===== src/rtl/irq_pkg.sv =====
// Shared constants and types for the platform interrupt controller.
// Register word addresses, the gateway state encoding and the id limits.
package irq_pkg;

    localparam int NUM_SRC_MAX = 31;
    localparam int IRQ_ID_W    = 5;

    localparam logic [5:0] IRQ_ADDR_ENABLE    = 6'h00;
    localparam logic [5:0] IRQ_ADDR_THRESH    = 6'h01;
    localparam logic [5:0] IRQ_ADDR_CLAIM     = 6'h02;
    localparam logic [5:0] IRQ_ADDR_PRIO_BASE = 6'h04;

    typedef enum logic [1:0] {
        GW_IDLE      = 2'd0,
        GW_PENDING   = 2'd1,
        GW_INSERVICE = 2'd2
    } gw_state_e;

endpackage


===== src/rtl/irq_gateway.sv =====
// Per-source interrupt gateway: IDLE -> PENDING -> INSERVICE -> IDLE.
// With IRQ_EDGE_EN defined, requests are rising edges with a 1-deep memory while INSERVICE.
module irq_gateway
    import irq_pkg::*;
(
    input  logic      clk,
    input  logic      rst,
    input  logic      src_i,
    input  logic      claim_i,
    input  logic      complete_i,
    output logic      pending_o,
    output gw_state_e state_o
);

    gw_state_e state_q;
    logic      pending_q;
    logic      req;

`ifdef IRQ_EDGE_EN
    logic prev_q;
    logic mem_q;
    assign req = src_i & ~prev_q;
`else
    assign req = src_i;
`endif

    always_ff @(posedge clk or posedge rst) begin
        if (rst) begin
            state_q   <= GW_IDLE;
            pending_q <= 1'b0;
`ifdef IRQ_EDGE_EN
            prev_q    <= 1'b0;
            mem_q     <= 1'b0;
`endif
        end else begin
`ifdef IRQ_EDGE_EN
            prev_q <= src_i;
`endif
            case (state_q)
                GW_IDLE: begin
                    if (req) begin
                        state_q   <= GW_PENDING;
                        pending_q <= 1'b1;
                    end
                end
                GW_PENDING: begin
                    // Further requests while pending merge into this one.
                    if (claim_i) begin
                        state_q   <= GW_INSERVICE;
                        pending_q <= 1'b0;
                    end
                end
                GW_INSERVICE: begin
`ifdef IRQ_EDGE_EN
                    if (complete_i) begin
                        mem_q <= 1'b0;
                        if (mem_q || req) begin
                            state_q   <= GW_PENDING;
                            pending_q <= 1'b1;
                        end else begin
                            state_q <= GW_IDLE;
                        end
                    end else if (req) begin
                        mem_q <= 1'b1;
                    end
`else
                    if (complete_i) begin
                        state_q <= GW_IDLE;
                    end
`endif
                end
                default: begin
                    state_q   <= GW_IDLE;
                    pending_q <= 1'b0;
                end
            endcase
        end
    end

    assign pending_o = pending_q;
    assign state_o   = state_q;

endmodule


===== src/rtl/irq_ctrl.sv =====
// Platform interrupt controller: gateways, priority arbitration, claim/complete register port.
// Build option IRQ_EDGE_EN selects edge-triggered gateways (default: level-sensitive).
module irq_ctrl
    import irq_pkg::*;
#(
    parameter int NUM_SRC = 4,
    parameter int PRIO_W  = 3
) (
    input  logic               clk,
    input  logic               rst,
    input  logic [NUM_SRC-1:0] src_irq,
    input  logic               reg_req,
    input  logic               reg_we,
    input  logic [5:0]         reg_addr,
    input  logic [31:0]        reg_wdata,
    output logic [31:0]        reg_rdata,
    output logic               reg_rvalid,
    output logic               ext_irq
);

    logic [NUM_SRC-1:0]  enable_q;
    logic [PRIO_W-1:0]   thresh_q;
    logic [PRIO_W-1:0]   prio_q [NUM_SRC];
    logic [31:0]         rdata_d;
    logic [31:0]         rdata_q;
    logic                rvalid_q;
    logic                ext_irq_d;
    logic                ext_irq_q;

    logic [NUM_SRC-1:0]  pending;
    logic [NUM_SRC-1:0]  claim_vec;
    logic [NUM_SRC-1:0]  complete_vec;
    gw_state_e           gw_state [NUM_SRC];

    logic [IRQ_ID_W-1:0] best_id;
    logic [PRIO_W-1:0]   best_prio;
    logic                rd_en;
    logic                wr_en;
    logic                claim_rd;
    logic                complete_wr;
    logic                unused_wdata;

    assign rd_en       = reg_req & ~reg_we;
    assign wr_en       = reg_req & reg_we;
    assign claim_rd    = rd_en && (reg_addr == IRQ_ADDR_CLAIM);
    assign complete_wr = wr_en && (reg_addr == IRQ_ADDR_CLAIM);
    assign unused_wdata = ^reg_wdata;

    // Strict '>' while scanning upward from id 1 leaves ties with the lowest id.
    always_comb begin
        best_id   = '0;
        best_prio = '0;
        for (int i = 0; i < NUM_SRC; i++) begin
            if (pending[i] && enable_q[i] && (prio_q[i] > thresh_q) && (prio_q[i] > best_prio)) begin
                best_prio = prio_q[i];
                best_id   = IRQ_ID_W'(i + 1);
            end
        end
    end

    assign ext_irq_d = (best_id != '0);

    always_comb begin
        claim_vec    = '0;
        complete_vec = '0;
        for (int i = 0; i < NUM_SRC; i++) begin
            claim_vec[i]    = claim_rd && (best_id == IRQ_ID_W'(i + 1));
            complete_vec[i] = complete_wr && (reg_wdata[IRQ_ID_W-1:0] == IRQ_ID_W'(i + 1))
                              && (gw_state[i] == GW_INSERVICE);
        end
    end

    for (genvar g = 0; g < NUM_SRC; g++) begin : g_gw
        irq_gateway u_gw (
            .clk        (clk),
            .rst        (rst),
            .src_i      (src_irq[g]),
            .claim_i    (claim_vec[g]),
            .complete_i (complete_vec[g]),
            .pending_o  (pending[g]),
            .state_o    (gw_state[g])
        );
    end

    always_comb begin
        rdata_d = '0;
        if (reg_addr == IRQ_ADDR_ENABLE) begin
            rdata_d[NUM_SRC:1] = enable_q;
        end else if (reg_addr == IRQ_ADDR_THRESH) begin
            rdata_d[PRIO_W-1:0] = thresh_q;
        end else if (reg_addr == IRQ_ADDR_CLAIM) begin
            rdata_d[IRQ_ID_W-1:0] = best_id;
        end else begin
            for (int i = 0; i < NUM_SRC; i++) begin
                if (reg_addr == IRQ_ADDR_PRIO_BASE + 6'(i)) begin
                    rdata_d[PRIO_W-1:0] = prio_q[i];
                end
            end
        end
    end

    always_ff @(posedge clk or posedge rst) begin
        if (rst) begin
            enable_q  <= '0;
            thresh_q  <= '0;
            for (int i = 0; i < NUM_SRC; i++) begin
                prio_q[i] <= '0;
            end
            rdata_q   <= '0;
            rvalid_q  <= 1'b0;
            ext_irq_q <= 1'b0;
        end else begin
            rvalid_q  <= rd_en;
            ext_irq_q <= ext_irq_d;
            if (rd_en) begin
                rdata_q <= rdata_d;
            end
            if (wr_en) begin
                if (reg_addr == IRQ_ADDR_ENABLE) begin
                    enable_q <= reg_wdata[NUM_SRC:1];
                end
                if (reg_addr == IRQ_ADDR_THRESH) begin
                    thresh_q <= reg_wdata[PRIO_W-1:0];
                end
                for (int i = 0; i < NUM_SRC; i++) begin
                    if (reg_addr == IRQ_ADDR_PRIO_BASE + 6'(i)) begin
                        prio_q[i] <= reg_wdata[PRIO_W-1:0];
                    end
                end
            end
        end
    end

    assign reg_rdata  = rdata_q;
    assign reg_rvalid = rvalid_q;
    assign ext_irq    = ext_irq_q;

endmodule


===== config.mk =====
export PLATFORM = sky130hd
export DESIGN_NAME = irq_ctrl
export DESIGN_NICKNAME = d
export VERILOG_FILES = /design/src/rtl/irq_pkg.sv /design/src/rtl/irq_gateway.sv /design/src/rtl/irq_ctrl.sv
export SDC_FILE = /design/constraint.sdc
export NUM_CORES = 1
export LEC_CHECK = 0
export ABC_AREA = 1
export CORE_UTILIZATION = 30
export DETAILED_ROUTE_END_ITERATION = 6
export REMOVE_ABC_BUFFERS = 1
export SYNTH_ARGS = -nofsm -noshare
export SYNTH_HDL_FRONTEND = slang
export SYNTH_HIERARCHICAL = 1
export SYNTH_SLANG_ARGS = --single-unit

===== constraint.sdc =====
create_clock -name clk -period 12.7 [get_ports clk]
set_input_delay 1.905 -clock clk [delete_from_list [all_inputs] [get_ports clk]]
set_output_delay 1.905 -clock clk [all_outputs]
set_load 0.03 [all_outputs]

==> results.md, run 1 <==
- Run status: finished clean
- Total track usage: 14.0%
- Hold Fails Final Rpt: 0
- Post-synth EDFFs: 0
- Largest stage delay on the critical path: 0.40 ns
- Worst Path Max Fanout: 11
- CTS tree: built
- Largest net degree at the start of global routing: 27
- Layout cells sized above 1: 9.76%
- CTS Buf Count: 5
- Max-cap violations: 0
- First-pass GRT wire length: 10,900 µm
- Resized Gates After CTS: 0
- # Post-CTS Setup Buffers: 0
- Root Buffer: clkbuf_8
- Synthesized area: 2860 µm²
- Yosys warns: 6
- Simple-gate area share of the yosys netlist: 32.4%
- Crit path DAT: 5.23 ns
- ANT nets after route: 0
- Power Density: 96.1 nW/µm²
- Gp weighted congestion: 0.837
- Iteration-0 DRC count of the detailed router: 105
- RSZ-0062 raised after global routing: no
- Post-synthesis xor/xnor area fraction: 0%
- Commonest non-fill, non-tap cell in the layout: nand2_1
- Sequential share of the synthesized area: 33.3%
- Compound-cell area share of the yosys netlist: 8.71%
- Req. time, crit path: 12.89 ns
- Post-route minimum period: 5.04 ns
- Worst hold margin: 0.479 ns
- Syn Inst Count: 390
- Final setup skew: 0.00311 ns
- Highest Clock Rate: 198 MHz
- H-tree depth reported by CTS: 2
- DRC Markers: 0
- Routed via count: 2,438
- Peak supply drop: 0.0558 mV
- Clock Latency Late Sink: 0.29 ns
- Slowest-stage cell, CP: dfrtp_1
- Setup CP Type: reg -> reg
- Fin crit share: 39.7%
- Drt pass-1 iters: 4
- Most frequent cells in the layout: nand2_1 (94), inv_1 (56), dfrtp_1 (38)
- Routed len/inst: 12.0 µm
- Slew headroom: 30.1%
- Vias in the first global route: 2,340
- Post-synth ARST share: 100%
- Largest family of logic cells by synthesized area: simple AND/OR/NAND/NOR gates
- Clock tree sinks: 38
- Nets: 487
- Area Overhead vs Synth: 14.3%
- Die height: 99.6 µm
- CP Capture Type: register
- Grt ovf: 0
- Hold WC Path Type: reg -> reg
- FF+latch count, synth: 38
- Cell variety after synth: 29
- Post-DP HPWL: 5170 µm
- Final slew viol count: 0
- # setup viols final: 0
- IO Count: 80
- Post-synth top flop: dfrtp_1
- Actual slew at the worst max-slew pin: 1.05 ns
- Cts hold-fix bufs: 0
- Setup tns final: 0 ns
- Final wirelength: 6590 µm
- Core footprint: 9240 µm²
- Critical Path Start Type: register
- Most used cell, CP: nand2_1
- CTS clock-pin slew for the worst setup and hold paths: 0.07 ns
- Port bufs: 25
- Adder-Cell Fraction of Synth Area: 9.19%
- Initial antenna violation count: 0
- Pleak: 0.00163 µW
- Vias per Instance: 4.44
- # diodes: 0
- Syn avg cell area: 7.33 µm²
- Mux cell area share after synthesis: 0.701%
- # rows: 35
- Total Die Area: 9920 µm²
- Clock Tree Buf Depth: 2
- Die W: 99.6 µm
- Initial core utilization: 30.9%
## per-layer routing
metal  share of wire [%]  vias to the layer above  global-route usage [%]
met5                   0                        -                       0
met4                 2.1                        0                    4.07
met3                 2.3                       13                    2.32
met2                  47                       45                    24.1
met1                  49                     1137                    18.0
li1                    -                     1243                       -
## final cells by class
type                            count  area, µm²
Fill cell                         983       5970
Multi-Input combinational cell    288       1560
Sequential cell                    38        951
Timing Repair Buffer               25        250
Inverter                           62        233
Tap cell                          129        161
Clock buffer                        6       82.6
Clock inverter                      1       30.0
## sequential cells by signal (all words and copies together) (netlist names)
name                 cells
reg_rdata                5
ext_irq                  1
enable_q                 4
g_gw.u_gw/pending_o      4
reg_rvalid               1
prio_q                  12
thresh_q                 3
g_gw.u_gw/state_o        8
## metrics by stage
stage                     utilization [%]  power (µW)  std cells  setup WS (ns)  instance area (µm²)
after global routing                 35.3         333        549           7.24                 3270
after floorplan                         -         189        388           8.53                 2740
after detailed placement             34.1         211        542           7.72                 3150
final                                35.3         314        549           7.66                 3270
after global placement               34.1         208        542           7.76                 3150
after CTS                            35.3         317        549           7.68                 3270
## cells by family (layout without fill, tap and decap cells)
| group | after synthesis | after routing |
|---|---|---|
| adders and majority gates | 21 | 21 |
| and+or+nand+nor | 190 | 190 |
| DFF | 38 | 38 |
| muxes | 2 | 2 |
| AOI/OAI and AO/OA | 48 | 48 |
| other | 1 | 27 |
| buffers and inverters | 90 | 94 |
## critical path, delay by kind of cell (launching register included)
| kind | cells | cell delay (ns) |
|---|---|---|
| buffers and inverters | 5 | 0.49 |
| AND/OR/NAND/NOR | 19 | 2.11 |
| adder cells (fa/ha/maj) | 4 | 1.20 |
| flip-flops | 1 | 0.40 |
| AO/OA/AOI/OAI | 3 | 0.55 |
| multiplexers | 1 | 0.24 |
## report_power, final
group,leakage [µW],switching (µW),internal (µW)
registers,0.000488,9.27,129
clock network,0.0000573,42.8,62.9
logic,0.00108,46.0,24.2
## synthesized netlist by cell type, types with 4 or more instances
library cell  count  area share [%]
buf_4            27             7.1
inv_2             4            0.53
ha_1             21             9.2
nand2_1          94              12
nand3b_1          4             1.1
o21ai_0          27             4.7
nor2_2            8             1.8
a21oi_1          10             1.8
nor2_1           31             4.1
o21ai_1           8             1.4
nor2_4            5             2.0
nand2_2           8             1.8
inv_1            56             7.4
nand3_1          21             3.7
dfrtp_1          38              33
nand4_1           8             1.8
## worst paths after layout
check                        startpoint                      end  slack [ns]  depth (start not counted)
setup / recovery            thresh_q[2]   g_gw[1].u_gw/pending_o        7.66                         32
hold / removal             reg_rdata[4]             reg_rdata[4]        0.48                          2
setup reg to reg            thresh_q[2]   g_gw[1].u_gw/pending_o        7.66                         32
hold reg to reg            reg_rdata[4]             reg_rdata[4]        0.48                          2
max in group asynchronous           rst               prio_q[10]        9.74                          2
min in group asynchronous           rst  g_gw[1].u_gw/state_o[1]        1.93                          2
Power figures use the tool's default switching activity.
==> inputs of run 2 (changes only) <==
Clock period 12.7 ns to 5.2 ns, I/O delays scaled along.
==> run 2 against run 1 <==
Against the previous run:
- final cell count grew 0.73%
- first-iteration DRC count increased by 16%
- worst setup slack lost 7.2 ns
- global-route usage decreased by 0.064 points
- clock-buffer cell count increased by 1
- worst hold slack improved by 0.0070 ns
- cell area up 1.0%
- register-to-register slack got worse by 7.2 ns
- critical path type unchanged
- highest routed layer unchanged
==> results.md, run 2 (same netlist as run 1, synthesis figures left out) <==
- Flop-to-flop setup slack: 0.48 ns
- Port bufs: 25
- Pleak: 0.00164 µW
- Most used cell, CP: nand2_1
- Final setup skew: 0.00520 ns
- Resized Gates After CTS: 0
- Slew headroom: 32.8%
- Die W: 99.6 µm
- Nets: 490
- Grt ovf: 0
- Slowest-stage cell, CP: dfrtp_1
- Most frequent cells in the layout: nand2_1 (94), inv_1 (56), dfrtp_1 (38)
- Worst Path Max Fanout: 11
- Core footprint: 9240 µm²
- Critical Path Start Type: register
- Design area: 3300 µm²
- Worst r2r path cells: 33
- Worst Setup Slack post-DPL: 0.333 ns
- Die height: 99.6 µm
- Area Overhead vs Synth: 15.5%
- Post-DP HPWL: 5180 µm
- H-tree depth reported by CTS: 2
- Vias in the first global route: 2,350
- # fillers: 961
- # diodes: 0
- CTS clock-pin slew for the worst setup and hold paths: 0.07 ns
- Vias per Instance: 4.39
- Biggest register: prio_q
- Initial core utilization: 30.9%
- Fin crit share: 90.7%
- CP startpoint: thresh_q[2]
- ANT nets after route: 0
- Setup CP Type: reg -> reg
- Commonest non-fill, non-tap cell in the layout: nand2_1
- Power Density: 219 nW/µm²
- Final setup margin: 0.483 ns
- Worst hold margin: 0.486 ns
- Iteration-0 DRC count of the detailed router: 122
- Hold WC Path Type: reg -> reg
- CP Capture Type: register
- Highest Clock Rate: 212 MHz
- RR Endpoint: g_gw[2].u_gw/pending_o
- Actual slew at the worst max-slew pin: 1.01 ns
- Cts hold-fix bufs: 0
- # setup viols final: 0
- Peak supply drop: 0.139 mV
- First-pass GRT wire length: 10,900 µm
- Gp weighted congestion: 0.833
- Clock tree sinks: 38
- Clock Tree Buf Depth: 2
- Hold_sp: reg_rdata[3]
- CTS tree: built
- Routed len/inst: 11.7 µm
- Largest stage delay on the critical path: 0.38 ns
- Final slew viol count: 0
- Run status: finished clean
- R2r startpoint: thresh_q[2]
- Total track usage: 13.9%
- Setup tns final: 0 ns
- Clock Latency Late Sink: 0.29 ns
- Post-route minimum period: 4.72 ns
- Total Die Area: 9920 µm²
- Root Buffer: clkbuf_8
- # rows: 35
- CTS Buf Count: 5
- Routed via count: 2,428
- IO Count: 80
- # Post-CTS Setup Buffers: 0
- Drt pass-1 iters: 4
- Layout cells sized above 1: 10.8%
- Placed Instances: 545
- Crit path to: g_gw[2].u_gw/pending_o
- Final wirelength: 6480 µm
- Final std cells w/o fill: 553
- Max-cap violations: 0
- Hold Fails Final Rpt: 0
- Largest net degree at the start of global routing: 27
- DRC Markers: 0
- Req. time, crit path: 5.43 ns
- Max reg flops: 12
- Initial antenna violation count: 0
- Placed cell areas: 3180 µm²
- Crit path DAT: 4.95 ns
run 2: worst min path at each step:
stage	end	slack (ns)	cells past startpoint
4_1_cts	reg_rdata[4]	0.49	2
3_5_place_dp	reg_rdata[4]	0.47	2
2_1_floorplan	thresh_q[1]	0.45	2
5_1_grt	thresh_q[1]	0.50	2
6_report	reg_rdata[3]	0.49	2
3_3_place_gp	reg_rdata[4]	0.47	2
run 2: layout make-up:
| type | count | area [µm²] | area share, % |
|---|---|---|---|
| Clock inverter | 1 | 5.00 | 0.152 |
| Multi-Input combinational cell | 288 | 1590 | 48.2 |
| Clock buffer | 7 | 86.3 | 2.62 |
| Inverter | 62 | 233 | 7.05 |
| Tap cell | 129 | 161 | 4.89 |
| Timing Repair Buffer | 28 | 273 | 8.27 |
| Sequential cell | 38 | 951 | 28.8 |
run 2: routing by layer:
metal,track usage (%),wire length (µm),up-vias
li1,-,-,1251
met2,23.5,3170,46
met5,0,0,-
met1,18.0,2940,1121
met4,4.52,112,0
met3,2.53,261,10
run 2: power by group:
part	switching (µW)	total (µW)	internal (µW)	leakage, µW
Clock	101	208	107	0.0000482
Sequential	21.0	335	314	0.000488
Combinational	117	179	62.3	0.00110
Total	239	722	483	0.00164
run 2: worst max-delay path, delay by kind of cell, from the launching register on:
family / cells / cell delay (ns)
flip-flops: 1 / 0.38
AND/OR/NAND/NOR: 18 / 1.79
AO/OA/AOI/OAI: 6 / 1.01
buffers and inverters: 5 / 0.30
adder cells (fa/ha/maj): 4 / 1.19
run 2: metrics by stage:
stage / total power [µW] / util (%)
after floorplan: 462 / -
after global placement: 511 / 34.4
after detailed placement: 516 / 34.4
after CTS: 726 / 35.4
after global routing: 772 / 35.7
final: 722 / 35.7
==> inputs of run 3 (changes only) <==
Settings changed: PLACE_DENSITY from default to 0.51, TNS_END_PERCENT from default to 50.
==> run 3 against run 2 <==
Against the previous run:
- worst setup slack got worse by 0.061 ns
- critical endpoint is now g_gw[1].u_gw/pending_o
- first-iteration DRC count up 25%
- highest routed layer unchanged
- maximum frequency down 1.3%
- clock power up 26%
- sequential cell count stayed put
- non-clock buffer count is the same
- combinational power barely moved
- clock-buffer cell count decreased by 1
- global-route usage rose by 0.77 points
- cell area up 0.49%
- core utilization grew 0.18 points
==> results.md, run 3 (same netlist as run 1, synthesis figures left out) <==
- DRC Markers: 0
- Delay-heaviest family, CP: simple AND/OR/NAND/NOR gates
- Area Overhead vs Synth: 16.0%
- Clock tree sinks: 38
- Port bufs: 25
- Total Die Area: 9920 µm²
- Fin util: 35.9%
- Fin crit share: 91.9%
- CTS tree: built
- Hold WC Path Type: reg -> reg
- Initial antenna violation count: 0
- Switching share of power: 31.7%
- H-tree depth reported by CTS: 2
- Highest Clock Rate: 209 MHz
- # diodes: 0
- CP Capture Type: register
- Clock Latency Late Sink: 0.30 ns
- Routed via count: 2,388
- Die W: 99.6 µm
- Largest net degree at the start of global routing: 27
- Power Density: 234 nW/µm²
- Cell Int Power: 529 µW
- Peak supply drop: 0.120 mV
- Core footprint: 9240 µm²
- Worst hold margin: 0.490 ns
- First-pass GRT wire length: 11,200 µm
- Crit path DAT: 4.97 ns
- Req. time, crit path: 5.40 ns
- Max reg flops: 12
- Layout cells sized above 1: 10.9%
- Post-route minimum period: 4.78 ns
- Worst Path Max Fanout: 11
- Actual slew at the worst max-slew pin: 1.00 ns
- Most frequent cells in the layout: nand2_1 (94), inv_1 (56), dfrtp_1 (38)
- Clock Tree Buf Depth: 2
- Placed Instances: 545
- Drt pass-1 iters: 4
- Setup CP Type: reg -> reg
- Vias per Instance: 4.33
- Die height: 99.6 µm
- Max-cap violations: 0
- Final slew viol count: 0
- Pleak: 0.00164 µW
- RSZ-0062 raised after global routing: no
- Biggest register: prio_q
- Nets: 490
- Root Buffer: clkbuf_8
- Slowest-stage cell, CP: dfrtp_1
- Comb pwr share: 23.0%
- ANT nets after route: 0
- Setup tns final: 0 ns
- Clock share of power: 33.7%
- Slew headroom: 33.0%
- Post-DP HPWL: 5290 µm
- Gp weighted congestion: 0.843
- Grt ovf: 0
- Total track usage: 14.7%
- WP buf/inv: 4
- # fillers: 971
- Final std cells w/o fill: 552
- CTS clock-pin slew for the worst setup and hold paths: 0.07 ns
- # setup viols final: 0
- Sequential share of power: 43.3%
- Initial core utilization: 30.9%
- IO Count: 80
- Multi-input logic area: 1590 µm²
- Most used cell, CP: nand2_1
- Register Area: 951 µm²
- # rows: 35
- Run status: finished clean
- Vias in the first global route: 2,324
- Hold Fails Final Rpt: 0
- Final setup skew: 0.00682 ns
- Cts hold-fix bufs: 0
- Critical Path Start Type: register
- Final wirelength: 6710 µm
- Iteration-0 DRC count of the detailed router: 152
- Routed len/inst: 12.2 µm
- P_sw: 246 µW
- Largest stage delay on the critical path: 0.47 ns
- Commonest non-fill, non-tap cell in the layout: nand2_1
- CTS Buf Count: 5
[run 3: changes by cell type in the layout (fill, tap and decap cells not counted)]
cell / before / now
clkbuf_1: 1 / 0
nor2_2: 8 / 9
clkinv_2: 1 / 0
nor2_4: 6 / 5
bufinv_16: 0 / 1
[run 3: final cells by class]
class,instances,share of cell area [%]
multi-input cells,288,47.8
flip-flops and latches,38,28.7
clock buffers,6,2.49
well taps,129,4.87
clock inverters,1,0.906
inverters,62,7.02
repair buffers,28,8.23
[run 3: per-layer routing]
layer  vias up  routed length [µm]  track usage, %
met2        37                3210            24.3
met5         -                   0               0
li1       1247                   -               -
met1      1099                3250            20.0
met4         0                  45            3.96
met3         5                 206            2.32
[run 3: per-stage QoR]
step	power [µW]	setup WS, ns	instance area (µm²)
2_1_floorplan	462	1.03	2740
3_3_place_gp	514	0.329	3180
3_5_place_dp	517	0.241	3180
4_1_cts	779	0.210	3290
5_1_grt	821	0.0242	3320
6_report	776	0.422	3320
[run 3: power groups by stage]
stage	clock network [µW]	registers, µW	logic, µW
2_1_floorplan	0	337	124
3_3_place_gp	0	341	172
3_5_place_dp	0	342	176
4_1_cts	267	336	176
5_1_grt	277	339	205
6_report	262	336	178
[run 3: path summary, 6_finish.rpt]
kind / from / endpoint / slack [ns] / cells past startpoint
min: reg_rdata[3] / reg_rdata[3] / 0.49 / 2
max in group asynchronous: rst / prio_q[3] / 3.40 / 2
min in group asynchronous: rst / g_gw[3].u_gw/pending_o / 0.80 / 2
min reg2reg: reg_rdata[3] / reg_rdata[3] / 0.49 / 2
max reg2reg: prio_q[10] / g_gw[1].u_gw/pending_o / 0.42 / 31
max: prio_q[10] / g_gw[1].u_gw/pending_o / 0.42 / 31
[run 3: tightest hold or removal path, stage by stage (launching register included)]
cell and delay (ns):
dfrtp_1 0.35, nand2_1 0.06, nand2_1 0.05
[run 3: what timing repair did]
item                                    in CTS  in global routing
buffers inserted                             0                  0
resized for setup                            0                  5
endpoints found under the setup margin       0                 10
